--- config.mk ---
export PLATFORM = sky130hd
export DESIGN_NAME = mem_access_unit
export DESIGN_NICKNAME = d
export VERILOG_FILES = /design/src/rtl/mem_access_unit_pkg.sv /design/src/rtl/mem_access_unit_load_ext.sv /design/src/rtl/mem_access_unit.sv
export SDC_FILE = /design/constraint.sdc
export NUM_CORES = 1
export LEC_CHECK = 0
export BUFFER_PORTS_ARGS = -buffer_cell sky130_fd_sc_hd__buf_2
export CAP_MARGIN = 20
export CORE_MARGIN = 1
export CORE_UTILIZATION = 37
export CTS_CLUSTER_SIZE = 24
export DETAILED_ROUTE_END_ITERATION = 10
export PLACE_DENSITY = 0.73
export SYNTH_ARGS = -nofsm -noshare
export SYNTH_HDL_FRONTEND = slang
export SYNTH_SLANG_ARGS = --single-unit
--- constraint.sdc ---
create_clock -name clk -period 2.23 [get_ports clk]
set_input_delay 0.1115 -clock clk [delete_from_list [all_inputs] [get_ports clk]]
set_output_delay 0.1115 -clock clk [all_outputs]
set_load 0.005 [all_outputs]
--- src/rtl/mem_access_unit_pkg.sv ---
// Shared definitions for the data-memory access sequencer: access size codes,
// sequencer states and the alignment/legality check.
package mem_access_unit_pkg;

    typedef enum logic [1:0] {
        SZ_BYTE = 2'b00,
        SZ_HALF = 2'b01,
        SZ_WORD = 2'b10,
        SZ_BAD  = 2'b11
    } size_e;

    typedef enum logic [1:0] {
        ST_IDLE = 2'b00,
        ST_RD   = 2'b01,
        ST_WR   = 2'b10,
        ST_RESP = 2'b11
    } state_e;

    // Illegal size code or an address not naturally aligned to the access size.
    function automatic logic access_err(input logic [1:0] size, input logic [1:0] lo);
        logic err;
        case (size)
            SZ_BYTE: err = 1'b0;
            SZ_HALF: err = lo[0];
            SZ_WORD: err = (lo != 2'b00);
            default: err = 1'b1;
        endcase
        return err;
    endfunction

endpackage

--- src/rtl/mem_access_unit_load_ext.sv ---
// Load lane extraction: picks the byte/half lane of a little-endian word and
// zero- or sign-extends it to 32 bits.
module mem_access_unit_load_ext
    import mem_access_unit_pkg::*;
(
    input  logic [31:0] word,
    input  logic [1:0]  offset,
    input  logic [1:0]  size,
    input  logic        sign,
    output logic [31:0] result
);

    logic [7:0]  byte_s;
    logic [15:0] half_s;

    // Lane select followed by extension according to the access size.
    always_comb begin
        byte_s = word[{offset, 3'b000} +: 8];
        half_s = word[{offset[1], 4'b0000} +: 16];
        case (size)
            SZ_BYTE: result = {{24{sign & byte_s[7]}}, byte_s};
            SZ_HALF: result = {{16{sign & half_s[15]}}, half_s};
            SZ_WORD: result = word;
            default: result = 32'h0000_0000;
        endcase
    end

endmodule

--- src/rtl/mem_access_unit.sv ---
// Data-memory access sequencer for the multicycle MIPS datapath: byte/half/word
// loads and stores over a handshaked word-addressed memory, sub-word stores by RMW.
module mem_access_unit
    import mem_access_unit_pkg::*;
#(
    parameter int ADDR_W = 32
) (
    input  logic              clk,
    input  logic              rst,
    input  logic              req_valid,
    output logic              req_ready,
    input  logic              req_we,
    input  logic [1:0]        req_size,
    input  logic              req_sign,
    input  logic [ADDR_W-1:0] req_addr,
    input  logic [31:0]       req_wdata,
    output logic              resp_valid,
    output logic [31:0]       resp_rdata,
    output logic              resp_err,
    output logic              mem_req,
    output logic              mem_we,
    output logic [ADDR_W-1:0] mem_addr,
    output logic [31:0]       mem_wdata,
    input  logic [31:0]       mem_rdata,
    input  logic              mem_ack
);

    state_e            state_r;
    state_e            state_s;
    logic              req_ready_r;
    logic              resp_valid_r;
    logic [31:0]       resp_rdata_r;
    logic              resp_err_r;
    logic              mem_req_r;
    logic              mem_we_r;
    logic [ADDR_W-1:0] mem_addr_r;
    logic [31:0]       mem_wdata_r;

    logic              we_r;
    logic [1:0]        size_r;
    logic              sign_r;
    logic [1:0]        lo_r;
    logic [15:0]       wdata_r;

    logic              accept_s;
    logic [31:0]       resp_rdata_s;
    logic              resp_err_s;
    logic [ADDR_W-1:0] mem_addr_s;
    logic [31:0]       mem_wdata_s;
    logic [31:0]       ext_s;
    logic [31:0]       merge_s;

    mem_access_unit_load_ext u_load_ext (
        .word   (mem_rdata),
        .offset (lo_r),
        .size   (size_r),
        .sign   (sign_r),
        .result (ext_s)
    );

    // Read-modify-write merge: only the addressed lane takes the new store data.
    always_comb begin
        merge_s = mem_rdata;
        case (size_r)
            SZ_BYTE: merge_s[{lo_r, 3'b000} +: 8]   = wdata_r[7:0];
            SZ_HALF: merge_s[{lo_r[1], 4'b0000} +: 16] = wdata_r;
            default: merge_s = mem_rdata;
        endcase
    end

    // Next-state logic plus the values loaded into the registered outputs.
    always_comb begin
        state_s      = state_r;
        accept_s     = 1'b0;
        resp_rdata_s = 32'h0000_0000;
        resp_err_s   = 1'b0;
        mem_addr_s   = mem_addr_r;
        mem_wdata_s  = mem_wdata_r;
        case (state_r)
            ST_IDLE: begin
                if (req_valid && req_ready_r) begin
                    accept_s = 1'b1;
                    if (access_err(req_size, req_addr[1:0])) begin
                        state_s    = ST_RESP;
                        resp_err_s = 1'b1;
                    end else if (req_we && (req_size == SZ_WORD)) begin
                        state_s     = ST_WR;
                        mem_addr_s  = {req_addr[ADDR_W-1:2], 2'b00};
                        mem_wdata_s = req_wdata;
                    end else begin
                        state_s    = ST_RD;
                        mem_addr_s = {req_addr[ADDR_W-1:2], 2'b00};
                    end
                end else begin
                    state_s = ST_IDLE;
                end
            end
            ST_RD: begin
                if (mem_req_r && mem_ack) begin
                    if (we_r) begin
                        state_s     = ST_WR;
                        mem_wdata_s = merge_s;
                    end else begin
                        state_s      = ST_RESP;
                        resp_rdata_s = ext_s;
                    end
                end else begin
                    state_s = ST_RD;
                end
            end
            ST_WR: begin
                if (mem_req_r && mem_ack) begin
                    state_s = ST_RESP;
                end else begin
                    state_s = ST_WR;
                end
            end
            ST_RESP: state_s = ST_IDLE;
            default: state_s = ST_IDLE;
        endcase
    end

    // State, registered outputs and captured request fields.
    always_ff @(posedge clk) begin
        if (rst) begin
            state_r      <= ST_IDLE;
            req_ready_r  <= 1'b0;
            resp_valid_r <= 1'b0;
            resp_rdata_r <= 32'h0000_0000;
            resp_err_r   <= 1'b0;
            mem_req_r    <= 1'b0;
            mem_we_r     <= 1'b0;
            mem_addr_r   <= {ADDR_W{1'b0}};
            mem_wdata_r  <= 32'h0000_0000;
            we_r         <= 1'b0;
            size_r       <= 2'b00;
            sign_r       <= 1'b0;
            lo_r         <= 2'b00;
            wdata_r      <= 16'h0000;
        end else begin
            state_r      <= state_s;
            req_ready_r  <= (state_s == ST_IDLE);
            resp_valid_r <= (state_s == ST_RESP);
            resp_rdata_r <= resp_rdata_s;
            resp_err_r   <= resp_err_s;
            mem_req_r    <= (state_s == ST_RD) || (state_s == ST_WR);
            mem_we_r     <= (state_s == ST_WR);
            mem_addr_r   <= mem_addr_s;
            mem_wdata_r  <= mem_wdata_s;
            if (accept_s) begin
                we_r    <= req_we;
                size_r  <= req_size;
                sign_r  <= req_sign;
                lo_r    <= req_addr[1:0];
                wdata_r <= req_wdata[15:0];
            end
        end
    end

    assign req_ready  = req_ready_r;
    assign resp_valid = resp_valid_r;
    assign resp_rdata = resp_rdata_r;
    assign resp_err   = resp_err_r;
    assign mem_req    = mem_req_r;
    assign mem_we     = mem_we_r;
    assign mem_addr   = mem_addr_r;
    assign mem_wdata  = mem_wdata_r;

endmodule

==> metrics.md <==
| Metric | Value |
|---|---|
| Run status | finished, final reports clean |
| Initial Util | about two fifths |
| Async set or reset register ratio after synthesis | 0% |
| Number of antenna violations at the first check in global routing | 0 |
| Ratio of cells with drive above 1 in the final layout | approximately 28% |
| Yosys reg bits | 123 |
| Total Routing Usage GR | between 20% and 30% |
| Cell area after synthesis | a little under 6000 µm² |
| Total power density per cell area | 756 nW/µm² |
| Relative contribution of sequential cells to total power | a little under two fifths |
| Capture point of the worst reg-to-reg path | mem_wdata[31]$_SDFFE_PP0P_ |
| Total clock buffers created by CTS | 17 |
| Fillers | 1439 |
| Leakage power total | about 3.6 nW |
| CTS max path bufs | 2 |
| Total of endpoints with negative setup slack in the final report | 0 |
| Placement row count | 45 |
| Vias after detailed routing | 6547 |
| Maximum fanout along the worst path | 4 |
| Count of flip-flops with a built-in enable after synthesis | 0 |
| Number of buffers inserted by port buffering | a little over 200 |
| Number of diodes added for antenna fixing | 0 |
| Clk pin slew, worst setup/hold paths | 0.06 ns |
| Slowest Stage Delay on Critical Path | around 0.58 ns |
| Rel. slew slack | 44.1% |
| Worst hold slack after final layout | 0.0200 ns |
| Number of max-slew violations in the final report | 0 |
| Post-CTS Hold Buffers | 73 |
| Std-Cell Core Area | 15300 µm² |
| Setup repair after global routing missed its margin | no |
| Type of the worst setup path | input pin to register |
| Critical Path End Type | register |
| Internal power | 4.55 mW |
| Number of buffers added for setup after CTS | 0 |
| Final critical-path setup slack | between 0.2 and 0.25 ns |
| DRT Pass-1 Iters | 6 |
| Total overflow reported by the global router | 0 |
| R2R Setup Slk | 0.22 ns |
| Startpoint of the worst hold path | req_wdata[19] |
| Final setup TNS | 0 ns |
| Net count of the finished layout | 1092 |
| Area enclosed by the die boundary | 16300 µm² |
| Part of the cycle the worst path needs | 91.0% |
| Minimum clock period | 2.03 ns |
| Sw Ratio | 28.7% |
| Maximum vdd drop | 0.555 mV |
| GPL Wtd Cong | 0.926 |
| Post-DP HPWL | around 15000 µm |
| Switching power of the nets | between 1.5 and 2 mW |
| Clk_lat worst skew | between 0.4 and 0.5 ns |
| CP max-delay cell | or4_4 |
| Number of DRC markers in iteration 0 | 648 |
| Cell-by-cell listing of the critical path | dlygate4sd3_1 > buf_2 > or4_4 > a221oi_1 > ha_1 > nor2b_1 |
| First-pass GRT wire length | around 32000 µm |
| Cell at the root of the clock tree | clkbuf_16 |
| Worst Hold Depth | 3 |
| Peak Freq | 493 MHz |
| Cells on worst reg2reg path | 6 |
| Final routed DRC violation total | 0 |
| Cell variety after synth | 53 |
| Via/cell ratio | around 5.4 |
| Yosys warning count | 0 |
| Setup slack at placement | about 0.21 ns |
| Total number of H-tree levels | 4 |
| Multi-input gate area in the final layout | 3080 µm² |
| Worst EP arrival | between 2 and 2.5 ns |
| Path type of the worst min-delay path | input pin to register |
| Final hold vios | 0 |
| Buffer and inverter count on the worst path | 2 |
| Total detailed-routing wirelength | between 20000 and 25000 µm |
| Number of ports placed on the die boundary | 205 |
| Part of the total power dissipated in combinational logic | 18.8% |
| Horizontal die dimension | 128 µm |
| Endpoint of the worst hold path | mem_wdata[19]$_SDFFE_PP0P_ |
| Die Y | 128 µm |
| Maximum capacitance violations | 0 |
| Clock skew after layout | 0.00682 ns |
| Critical path required time | between 2 and 3 ns |
| Worst reg2reg path startpoint | size_r[0]$_SDFFE_PP0P_ |
| Average cell area after synthesis | 8.19 µm² |
| Kind of start point of the critical path | input pin |
| Cell count after synthesis | roughly 710 |
| Antenna-violating nets left | 0 |
| Kind of cell with the highest combined delay on the critical path | simple AND/OR/NAND/NOR gates |
| Area growth syn-to-layout | 44.5% |
| Total clock sinks | 123 |
| Clock network fraction of total power | 44.1% |
| Seq. cell area | 2460 µm² |
| Most used flip-flop cell after synthesis | dfxtp_1 |
| CTS tree | built |
| DR WL/cell | 17.3 µm |
| Least-Margin Pin Slew | 0.837 ns |
| Part of the Yosys area used for sequential elements | 42.2% |
| Largest net degree at the start of global routing | 40 |
| Vias in the first global route | 6314 |
| Post-cts resize count | 0 |
registers in the layout, summed over array words and instances (netlist names):
register and count:
mem_we 1, lo_r 2, we_r 1, state_r 2, resp_rdata 32, mem_wdata 32
mem_addr 30, wdata_r 16, req_ready 1, resp_valid 1, resp_err 1, size_r 2
sign_r 1, mem_req 1
power by group through the flow:
stage | clock network, mW | registers (mW) | logic (mW)
3_5_place_dp | 0 | 2.41 | 1.08
4_1_cts | 2.83 | 2.37 | 1.18
5_1_grt | 2.94 | 2.38 | 1.31
2_1_floorplan | 0 | 2.39 | 0.674
6_report | 2.81 | 2.37 | 1.20
3_3_place_gp | 0 | 2.41 | 1.06
kinds of logic after synthesis:
kind of cell             after synthesis  share of synthesized area (%)
flip-flops                           123                           42.2
AND/OR/NAND/NOR                      231                           17.3
adder cells (fa/ha/maj)                8                           1.71
AO/OA/AOI/OAI                        268                           31.2
buffers and inverters                 70                           5.40
other                                  1                         0.0642
multiplexers                          12                           2.14
per-layer routing:
layer | track usage [%] | vias up | routed length, µm
met5 | 0 | - | 0
met2 | 41.3 | 374 | 9640
met4 | 12.3 | 0 | 673
met1 | 31.8 | 3004 | 8550
met3 | 7.58 | 68 | 2020
li1 | - | 3101 | -
stage by stage:
stage	instance area (µm²)	instances	util (%)	power, mW
final	8430	1204	55.1	6.38
after global routing	8430	1204	55.1	6.62
after CTS	8430	1204	55.1	6.38
after detailed placement	7100	1099	46.4	3.49
after global placement	7100	1099	46.4	3.47
after floorplan	5850	714	-	3.06
cell usage after synthesis, types with 3 or more instances:
master,instances,area share (%)
a221o_1,3,0.51
mux2_2,4,0.77
o22a_1,4,0.60
mux2i_1,8,1.4
buf_6,3,0.58
inv_1,9,0.58
a22oi_1,12,1.5
a21oi_1,104,8.9
o2bb2ai_1,13,2.0
nand2b_1,6,0.64
a22o_1,36,5.4
o21a_1,14,1.8
o21ai_0,29,2.5
a2bb2oi_1,3,0.45
buf_2,18,1.5
clkbuf_1,32,2.1
o2111ai_1,4,0.60
a32oi_1,5,0.75
nor2_1,28,1.8
dfxtp_1,123,42
buf_1,5,0.32
nand2_1,156,10
nor2b_1,21,2.3
a31oi_1,8,0.86
nand3_1,3,0.26
a222oi_1,4,0.69
ha_1,8,1.7
a221oi_1,18,2.7
placed cells by master, fill, tap and decap left out, types with 3 or more instances in the layout:
master and n:
a21oi_1 104, a221o_1 3, a221oi_1 18, a222oi_1 4, a22o_1 36, a22oi_1 12, a2bb2oi_1 3, a31oi_1 8
a32oi_1 5, buf_2 202, buf_4 31, bufinv_16 3, clkbuf_16 17, clkinv_2 5, clkinv_4 3, dfxtp_1 123
dlygate4sd3_1 73, ha_1 8, inv_1 9, mux2_2 4, mux2i_1 8, nand2_1 156, nand2b_1 6, nand3_1 3
nor2_1 27, nor2b_1 20, o2111ai_1 4, o21a_1 14, o21ai_0 29, o22a_1 4, o2bb2ai_1 13
worst reg2reg max path: cells and delay by family (launching register included):
family,cells,cell delay (ns)
flops,1,0.61
compound gates,3,0.61
mux,1,0.09
buf+inv,1,0.27
simple gates,1,0.31
cell type report:
class | count | share of cell area [%]
Multi-Input combinational cell | 521 | 36.5
Sequential cell | 123 | 29.2
Timing Repair Buffer | 307 | 23.6
Clock buffer | 17 | 5.04
Tap cell | 211 | 3.13
Clock inverter | 15 | 2.06
Inverter | 10 | 0.445
worst max path at each step:
stage | from | depth (start not counted) | endpoint
after detailed placement | lo_r[1]$_SDFFE_PP0P_ | 6 | mem_wdata[3]$_SDFFE_PP0P_
final | req_addr[0] | 6 | mem_req$_SDFF_PP0_
after CTS | req_addr[0] | 6 | mem_req$_SDFF_PP0_
after global routing | lo_r[1]$_SDFFE_PP0P_ | 6 | mem_wdata[4]$_SDFFE_PP0P_
after floorplan | lo_r[1]$_SDFFE_PP0P_ | 9 | mem_wdata[27]$_SDFFE_PP0P_
after global placement | lo_r[1]$_SDFFE_PP0P_ | 7 | mem_wdata[31]$_SDFFE_PP0P_
No activity file was read; power rests on OpenSTA's default activity.
